===== config.mk =====
export PLATFORM = sky130hd
export DESIGN_NAME = apb_master
export DESIGN_NICKNAME = d
export VERILOG_FILES = /design/src/rtl/apb_pkg.sv /design/src/rtl/apb_master_wdog.sv /design/src/rtl/apb_master.sv
export SDC_FILE = /design/constraint.sdc
export NUM_CORES = 1
export LEC_CHECK = 0
export ABC_AREA = 1
export CORE_UTILIZATION = 44
export DETAILED_ROUTE_END_ITERATION = 6
export PLACE_DENSITY = 0.84
export SLEW_MARGIN = 30
export SYNTH_ARGS = -nofsm -noshare
export SYNTH_HDL_FRONTEND = slang
export SYNTH_SLANG_ARGS = --single-unit

===== constraint.sdc =====
create_clock -name pclk -period 3.2 [get_ports pclk]
set_input_delay 0.48 -clock pclk [delete_from_list [all_inputs] [get_ports pclk]]
set_output_delay 0.48 -clock pclk [all_outputs]
set_load 0.02 [all_outputs]

===== src/rtl/apb_pkg.sv =====
// Shared types for the APB requester: FSM state encoding, default bus widths
// and the command payload.
package apb_pkg;

  localparam int unsigned APB_ADDR_W = 32;
  localparam int unsigned APB_DATA_W = 32;

  typedef enum logic [1:0] {
    IDLE   = 2'd0,
    SETUP  = 2'd1,
    ACCESS = 2'd2
  } apb_state_e;

  typedef struct packed {
    logic                  write;
    logic [APB_ADDR_W-1:0] addr;
    logic [APB_DATA_W-1:0] wdata;
  } apb_cmd_t;

endpackage


===== src/rtl/apb_master_wdog.sv =====
// ACCESS-phase wait-state watchdog: flags the cycle in which the
// TIMEOUT_CYC-th consecutive pready=0 wait is seen.
module apb_master_wdog #(
  parameter int unsigned TIMEOUT_CYC = 16
) (
  input  logic clk,
  input  logic rst_n,
  input  logic start_i,
  input  logic active_i,
  input  logic pready_i,
  output logic expire_c_o
);

  localparam int unsigned CNT_W = 16;

  logic [CNT_W-1:0] cnt_q;
  logic [CNT_W-1:0] cnt_d;

  always_comb begin
    cnt_d = cnt_q;
    if (start_i) begin
      cnt_d = '0;
    end else if (active_i && !pready_i) begin
      cnt_d = cnt_q + CNT_W'(1);
    end
  end

  always_ff @(posedge clk or negedge rst_n) begin
    if (!rst_n) begin
      cnt_q <= '0;
    end else begin
      cnt_q <= cnt_d;
    end
  end

  // The count holds waits already completed, so the limit is hit one below TIMEOUT_CYC.
  assign expire_c_o = active_i && !pready_i && (cnt_q == CNT_W'(TIMEOUT_CYC - 1));

endmodule


===== src/rtl/apb_master.sv =====
// APB3 requester: single-outstanding command in, SETUP/ACCESS transfer out,
// one-cycle response strobe. Optional ACCESS timeout under APB_MASTER_TIMEOUT_EN.
module apb_master
  import apb_pkg::*;
#(
  parameter int unsigned ADDR_W      = APB_ADDR_W,
  parameter int unsigned DATA_W      = APB_DATA_W,
  parameter int unsigned TIMEOUT_CYC = 16
) (
  input  logic              pclk,
  input  logic              presetn,
  input  logic              cmd_valid,
  output logic              cmd_ready,
  input  logic              cmd_write,
  input  logic [ADDR_W-1:0] cmd_addr,
  input  logic [DATA_W-1:0] cmd_wdata,
  output logic              rsp_valid,
  output logic [DATA_W-1:0] rsp_rdata,
  output logic              rsp_err,
  output logic [ADDR_W-1:0] paddr,
  output logic              psel,
  output logic              penable,
  output logic              pwrite,
  output logic [DATA_W-1:0] pwdata,
  input  logic [DATA_W-1:0] prdata,
  input  logic              pready,
  input  logic              pslverr
);

  if (TIMEOUT_CYC < 1 || TIMEOUT_CYC > 65535) begin : g_bad_timeout
    $error("apb_master: TIMEOUT_CYC must be within 1..65535");
  end

  apb_state_e        state_q, state_d;
  logic [ADDR_W-1:0] paddr_q, paddr_d;
  logic              pwrite_q, pwrite_d;
  logic [DATA_W-1:0] pwdata_q, pwdata_d;
  logic              rsp_valid_q, rsp_valid_d;
  logic [DATA_W-1:0] rsp_rdata_q, rsp_rdata_d;
  logic              rsp_err_q, rsp_err_d;
  logic              expire_c;

`ifdef APB_MASTER_TIMEOUT_EN
  apb_master_wdog #(
    .TIMEOUT_CYC(TIMEOUT_CYC)
  ) u_wdog (
    .clk       (pclk),
    .rst_n     (presetn),
    .start_i   (state_q == SETUP),
    .active_i  (state_q == ACCESS),
    .pready_i  (pready),
    .expire_c_o(expire_c)
  );
`else
  assign expire_c = 1'b0;
`endif

  // Next-state and datapath decode; prdata/pslverr only matter on the completion edge.
  always_comb begin
    state_d     = state_q;
    paddr_d     = paddr_q;
    pwrite_d    = pwrite_q;
    pwdata_d    = pwdata_q;
    rsp_valid_d = 1'b0;
    rsp_rdata_d = rsp_rdata_q;
    rsp_err_d   = rsp_err_q;
    unique case (state_q)
      IDLE: begin
        if (cmd_valid) begin
          state_d  = SETUP;
          paddr_d  = cmd_addr;
          pwrite_d = cmd_write;
          if (cmd_write) begin
            pwdata_d = cmd_wdata;
          end
        end
      end
      SETUP: begin
        state_d = ACCESS;
      end
      ACCESS: begin
        if (pready) begin
          state_d     = IDLE;
          rsp_valid_d = 1'b1;
          rsp_rdata_d = pwrite_q ? '0 : prdata;
          rsp_err_d   = pslverr;
        end else if (expire_c) begin
          state_d     = IDLE;
          rsp_valid_d = 1'b1;
          rsp_rdata_d = '0;
          rsp_err_d   = 1'b1;
        end
      end
      default: begin
        state_d = IDLE;
      end
    endcase
  end

  always_ff @(posedge pclk or negedge presetn) begin
    if (!presetn) begin
      state_q     <= IDLE;
      paddr_q     <= '0;
      pwrite_q    <= 1'b0;
      pwdata_q    <= '0;
      rsp_valid_q <= 1'b0;
      rsp_rdata_q <= '0;
      rsp_err_q   <= 1'b0;
    end else begin
      state_q     <= state_d;
      paddr_q     <= paddr_d;
      pwrite_q    <= pwrite_d;
      pwdata_q    <= pwdata_d;
      rsp_valid_q <= rsp_valid_d;
      rsp_rdata_q <= rsp_rdata_d;
      rsp_err_q   <= rsp_err_d;
    end
  end

  assign cmd_ready = (state_q == IDLE);
  assign psel      = (state_q != IDLE);
  assign penable   = (state_q == ACCESS);
  assign paddr     = paddr_q;
  assign pwrite    = pwrite_q;
  assign pwdata    = pwdata_q;
  assign rsp_valid = rsp_valid_q;
  assign rsp_rdata = rsp_rdata_q;
  assign rsp_err   = rsp_err_q;

endmodule


==> flow_summary.json, run 1 <==
{
  "hold_ws_ns": 0.121,
  "maxCapViolCount": 0,
  "seq_area_frac_synth_pct": 59.7,
  "cts_setup_buffers": 0,
  "ys_ff_latch": 101,
  "grt_usage_pct": 24.2,
  "regToRegStartpoint": "state_q[0]$_DFFE_PN0P_",
  "cp-start-kind": "flop",
  "worst_slack_ns": 0.743,
  "synth.avg_cell_area_um2": 8.40,
  "place.detailed.hpwl_um": 8290,
  "clk_pin_slew_ns": 0.10,
  "die_y_um": 100,
  "rows": 35,
  "synth_common_cells": "nand2_1, dfrtp_1, nor2_1, inv_1, nand3_1",
  "die_width_um": 100,
  "post-route-util_pct": 70.7,
  "max_freq_mhz": 407,
  "routedWlPerCell_um": 14.3,
  "postPlaceCellArea_mm2": 0.00632,
  "finalNetCount": 793,
  "cts.path.max_buffers": 2,
  "final_hold_viol_count": 0,
  "wl_um": 11800,
  "dp_slack_ns": 0.676,
  "power_mw": 6.41,
  "p_clk_share_pct": 15.2,
  "rsz0062_at_grt": "false",
  "synth.most_common_cell": "nand2_1",
  "seq_power_share_pct": 34.5,
  "yosysTopAreaCell": "dfrtp_1",
  "instances_no_fill": 825,
  "ys_warn_count": 0,
  "p_comb_share_pct": 50.3,
  "via_per_inst": 4.81,
  "yosysUniqueCellTypes": 15,
  "drc": 0,
  "grt_max_degree": 57,
  "criticalPathCategory": "reg -> out",
  "synthTopCellsByArea": "dfrtp_1, nand2_1, nand4_1, nand3_1, nor2_1",
  "io_buffer_count": 203,
  "drt_iter0_markers": 141,
  "gr-total-overflow": 0,
  "reg2reg_depth": 6,
  "r2r-end": "paddr[2]$_DFFE_PN0P_",
  "ctsResizeCount": 0,
  "p_leak_nw": 3.31,
  "internal-power_mw": 3.81,
  "required_ns": 2.72,
  "dp_cells": 809,
  "coreArea_mm2": 0.00928,
  "net-switching-power_mw": 2.60,
  "antenna_cells": 0,
  "vias": 3969,
  "synthFlopType": "dfrtp_1",
  "tritoncts": "yes",
  "maxSlewHeadroom_pct": 56.7,
  "postSynth.asyncResetShare_pct": 100,
  "htreeDepth": 3,
  "fin_skew_ns": 0.00995,
  "drt_pre_antenna_iters": 4,
  "fin_crit_ns": 2.46,
  "grt_pass1_vias": 3903,
  "start_util_pct": 45.6,
  "worstSkewPairLatency_ns": 0.35,
  "swShare_pct": 40.6,
  "layout-drive-gt1-share_pct": 4.45,
  "status": "finished clean",
  "ant_nets": 0,
  "synthesis.nets": 606,
  "cts_root_buffer": "clkbuf_8",
  "hold_buffers": 0,
  "clock_sinks": 101,
  "arrival_ns": 1.98,
  "setup_viol": 0,
  "finalMaxSlewViolations": 0,
  "stdcell_area_mm2": 0.00657,
  "tightest_slew_ns": 0.647,
  "synthCells": 504,
  "synth_edf_count": 0,
  "min_period_over_period_pct": 76.8,
  "io_pins": 204,
  "grt_pass1_wl_um": 19000,
  "area.growth.synth_to_final_pct": 55.1,
  "die-area_mm2": 0.0100,
  "hp-class": "in -> async",
  "end_kind": "output pin",
  "reg2reg_slack_ns": 0.92,
  "place_congestion": 0.750,
  "tns_ns": 0,
  "syn_area_mm2": 0.00423,
  "antenna_found_initial": 0,
  "crit_fanout": 21,
  "cts_buffers": 9,
  "powerDensity_mw_per_mm2": 976,
  "netlist.area_leader.share_pct": 59.7,
  "peakVddDrop_mv": 0.475
}
-- metal layers --
layer	routed length, um	GRT usage (%)	vias to the layer above	share of wire [%]
met5	0	0	-	0
li1	-	-	1932	-
met2	5680	39.6	160	48
met4	144	7.58	0	1.2
met1	5000	31.2	1865	42
met3	940	7.10	12	8.0
-- worst max-delay path by stage --
stage	from	to	slack, ns	cells past startpoint
CTS	state_q[0]$_DFFE_PN0P_	cmd_ready	0.72	2
finish	state_q[0]$_DFFE_PN0P_	cmd_ready	0.74	2
detailed placement	cmd_valid	paddr[22]$_DFFE_PN0P_	0.68	5
global route	state_q[0]$_DFFE_PN0P_	cmd_ready	0.64	2
floorplan	state_q[0]$_DFFE_PN0P_	psel	1.65	3
global placement	cmd_valid	paddr[3]$_DFFE_PN0P_	0.74	5
-- cell families (layout without fill, tap and decap cells) --
logic type             count (synthesis)  count (layout)  synth area share [%]
and+or+nand+nor                      333             333                  33.1
DFF                                  101             101                  59.7
buffers and inverters                 70             262                  7.13
-- power groups by stage --
stage	registers [mW]	clock network, mW	logic (mW)
final	2.21	0.971	3.22
after global routing	2.27	1.04	3.48
after CTS	2.21	0.987	3.25
after detailed placement	2.21	0	3.26
after global placement	2.20	0	3.17
after floorplan	2.89	0	0.946
-- registers in the layout, indices dropped and copies added, names as in the netlist --
| signal | count |
|---|---|
| pwrite | 1 |
| rsp_err | 1 |
| rsp_valid | 1 |
| paddr | 32 |
| rsp_rdata | 32 |
| state_q | 2 |
| pwdata | 32 |
-- cell type report --
cell class | instances | area [um2]
clock buffers | 9 | 124
clock inverters | 7 | 120
fillers | 727 | 2720
inverters | 36 | 135
multi-input cells | 333 | 1400
flip-flops and latches | 101 | 2530
well taps | 129 | 161
repair buffers | 210 | 2090
-- critical path: stages, from the launching register on --
cell             delay (ns)
dfrtp_1                0.46
nor2_4                 0.43
clkdlybuf4s50_1        0.73
-- cell usage in the layout, fill, tap and decap left out, drive strengths merged --
cell,Yosys,layout
clkbuf,14,9
nand4,32,32
nand2,230,230
clkinv,0,1
inv,36,38
buf,20,8
bufinv,0,3
nor2,37,37
nand3,34,34
clkdlybuf4s50,0,202
dfrtp,101,101
clkinvlp,0,1
Note: power is estimated with default switching activity, not from simulation.
==> inputs of run 2 (changes only) <==
CORE_UTILIZATION = 37   (was 44)
PLACE_DENSITY = 0.75   (was 0.84)
clock period = 2 ns   (was 3.2 ns; I/O delays follow)
==> run 2 against run 1 <==
  * Final cell count rose by 2.3%
  * Power increased by 68%
  * Sequential cell count unchanged
  * Hold slack better by 0.17 ns
  * Global-route usage down 2.4 points
  * Combinational power is 62% higher
  * Clock skew fell by 0.0043 ns
  * Setup slack got worse by 0.68 ns
  * Register-to-register slack worse by 0.67 ns
  * Highest routed layer unchanged
  * Critical endpoint unchanged
  * Sequential power grew 60%
  * Final area grew 2.5%
  * Count of clock-buffer cells in the layout is the same
==> flow_summary.json, run 2 (same netlist as run 1, synthesis figures left out) <==
{
  "dp_slack_ns": 0.258,
  "status": "finished clean",
  "fin_skew_ns": 0.00564,
  "cts_buffers": 9,
  "antenna_found_initial": 0,
  "htreeDepth": 3,
  "die-area_mm2": 0.0119,
  "instances_no_fill": 844,
  "tritoncts": "yes",
  "powerDensity_mw_per_mm2": 1600,
  "postPlaceCellArea_mm2": 0.00637,
  "dp_cells": 827,
  "clock_sinks": 101,
  "routedWlPerCell_um": 14.7,
  "criticalPathCategory": "reg -> out",
  "antenna_cells": 0,
  "wl_um": 12400,
  "drt_pre_antenna_iters": 6,
  "ant_nets": 0,
  "setup_viol": 0,
  "via_per_inst": 4.79,
  "crit_slowest_cell": "clkdlybuf4s50_1",
  "io_buffer_count": 203,
  "cts_root_buffer": "clkbuf_16",
  "drt_iter0_markers": 254,
  "required_ns": 1.70,
  "place_congestion": 0.757,
  "area.growth.synth_to_final_pct": 59.1,
  "cts_setup_buffers": 0,
  "p_leak_nw": 3.39,
  "layout_commonest_cell": "nand2_1",
  "rows": 38,
  "tns_ns": 0,
  "stdcell_area_mm2": 0.00673,
  "coreArea_mm2": 0.0110,
  "min_period_over_period_pct": 96.7,
  "final_hold_viol_count": 0,
  "crit_chain": "nor2_4, clkdlybuf4s50_1",
  "peakVddDrop_mv": 0.982,
  "crit_fanout": 5,
  "layout-drive-gt1-share_pct": 5.40,
  "hold_ws_ns": 0.295,
  "max_freq_mhz": 517,
  "maxSlewHeadroom_pct": 55.9,
  "place.detailed.hpwl_um": 9000,
  "arrival_ns": 1.63,
  "finalNetCount": 801,
  "maxCapViolCount": 0,
  "reg2reg_slack_ns": 0.25,
  "clk_pin_slew_ns": 0.07,
  "cts.path.max_buffers": 2,
  "cp-start-kind": "flop",
  "hp-class": "in -> async",
  "drc": 0,
  "grt_pass1_vias": 4069,
  "worst_slack_ns": 0.0661,
  "grt_usage_pct": 21.8,
  "layout_common_cells": "nand2_1, clkdlybuf4s50_1, dfrtp_1, nor2_1, inv_1",
  "grt_max_degree": 53,
  "gr-total-overflow": 0,
  "fin_crit_ns": 1.93,
  "grt_pass1_wl_um": 19900,
  "reg2reg_depth": 5,
  "power_mw": 10.8,
  "regToRegStartpoint": "state_q[0]$_DFFE_PN0P_",
  "start_util_pct": 38.5,
  "post-route-util_pct": 61.3,
  "die_y_um": 109,
  "rsz0062_at_grt": "false",
  "end_kind": "output pin",
  "tightest_slew_ns": 0.661,
  "io_pins": 204,
  "cpPeakStageDelay_ns": 0.64,
  "die_width_um": 109,
  "vias": 4044,
  "r2r-end": "rsp_rdata[19]$_DFFE_PN0P_",
  "worstSkewPairLatency_ns": 0.34,
  "finalMaxSlewViolations": 0
}
-- run 2: critical path, delay by kind of cell (launching register included) --
family	cells	cell delay, ns
buf+inv	1	0.64
simple gates	1	0.22
flops	1	0.44
-- run 2: cell type report --
cell class | instances | area (um2)
Clock buffer | 9 | 225
Clock inverter | 7 | 121
Fill cell | 949 | 4250
Inverter | 36 | 135
Multi-Input combinational cell | 333 | 1400
Sequential cell | 101 | 2530
Tap cell | 140 | 175
Timing Repair Buffer | 218 | 2140
-- run 2: worst max-delay path by stage --
stage / to / cells past startpoint / slack, ns / from
after floorplan: psel / 3 / 0.63 / state_q[0]$_DFFE_PN0P_
after global placement: rsp_rdata[26]$_DFFE_PN0P_ / 5 / 0.32 / state_q[0]$_DFFE_PN0P_
after detailed placement: rsp_rdata[19]$_DFFE_PN0P_ / 5 / 0.26 / state_q[0]$_DFFE_PN0P_
after CTS: cmd_ready / 2 / 0.05 / state_q[0]$_DFFE_PN0P_
after global routing: cmd_ready / 2 / 0.01 / state_q[0]$_DFFE_PN0P_
final: cmd_ready / 2 / 0.07 / state_q[0]$_DFFE_PN0P_
-- run 2: routing by layer --
| layer | vias to the layer above | part of all wire (%) | global-route usage [%] |
|---|---|---|---|
| met5 | - | 0 | 0 |
| met4 | 0 | 2.1 | 8.40 |
| met3 | 18 | 10 | 7.41 |
| met2 | 175 | 48 | 36.6 |
| met1 | 1903 | 39 | 25.7 |
| li1 | 1948 | - | - |
-- run 2: timing repair --
action                                 CTS  global route
gates resized for setup                  0             0
setup endpoints to repair                0             0
endpoints found under the hold margin    1             0
hold buffers                             1             0
-- run 2: power breakdown --
group	switching, mW	internal, mW	total (mW)
Combinational	2.90	2.32	5.22
Sequential	0.562	2.98	3.54
Clock	0.766	1.23	2.00
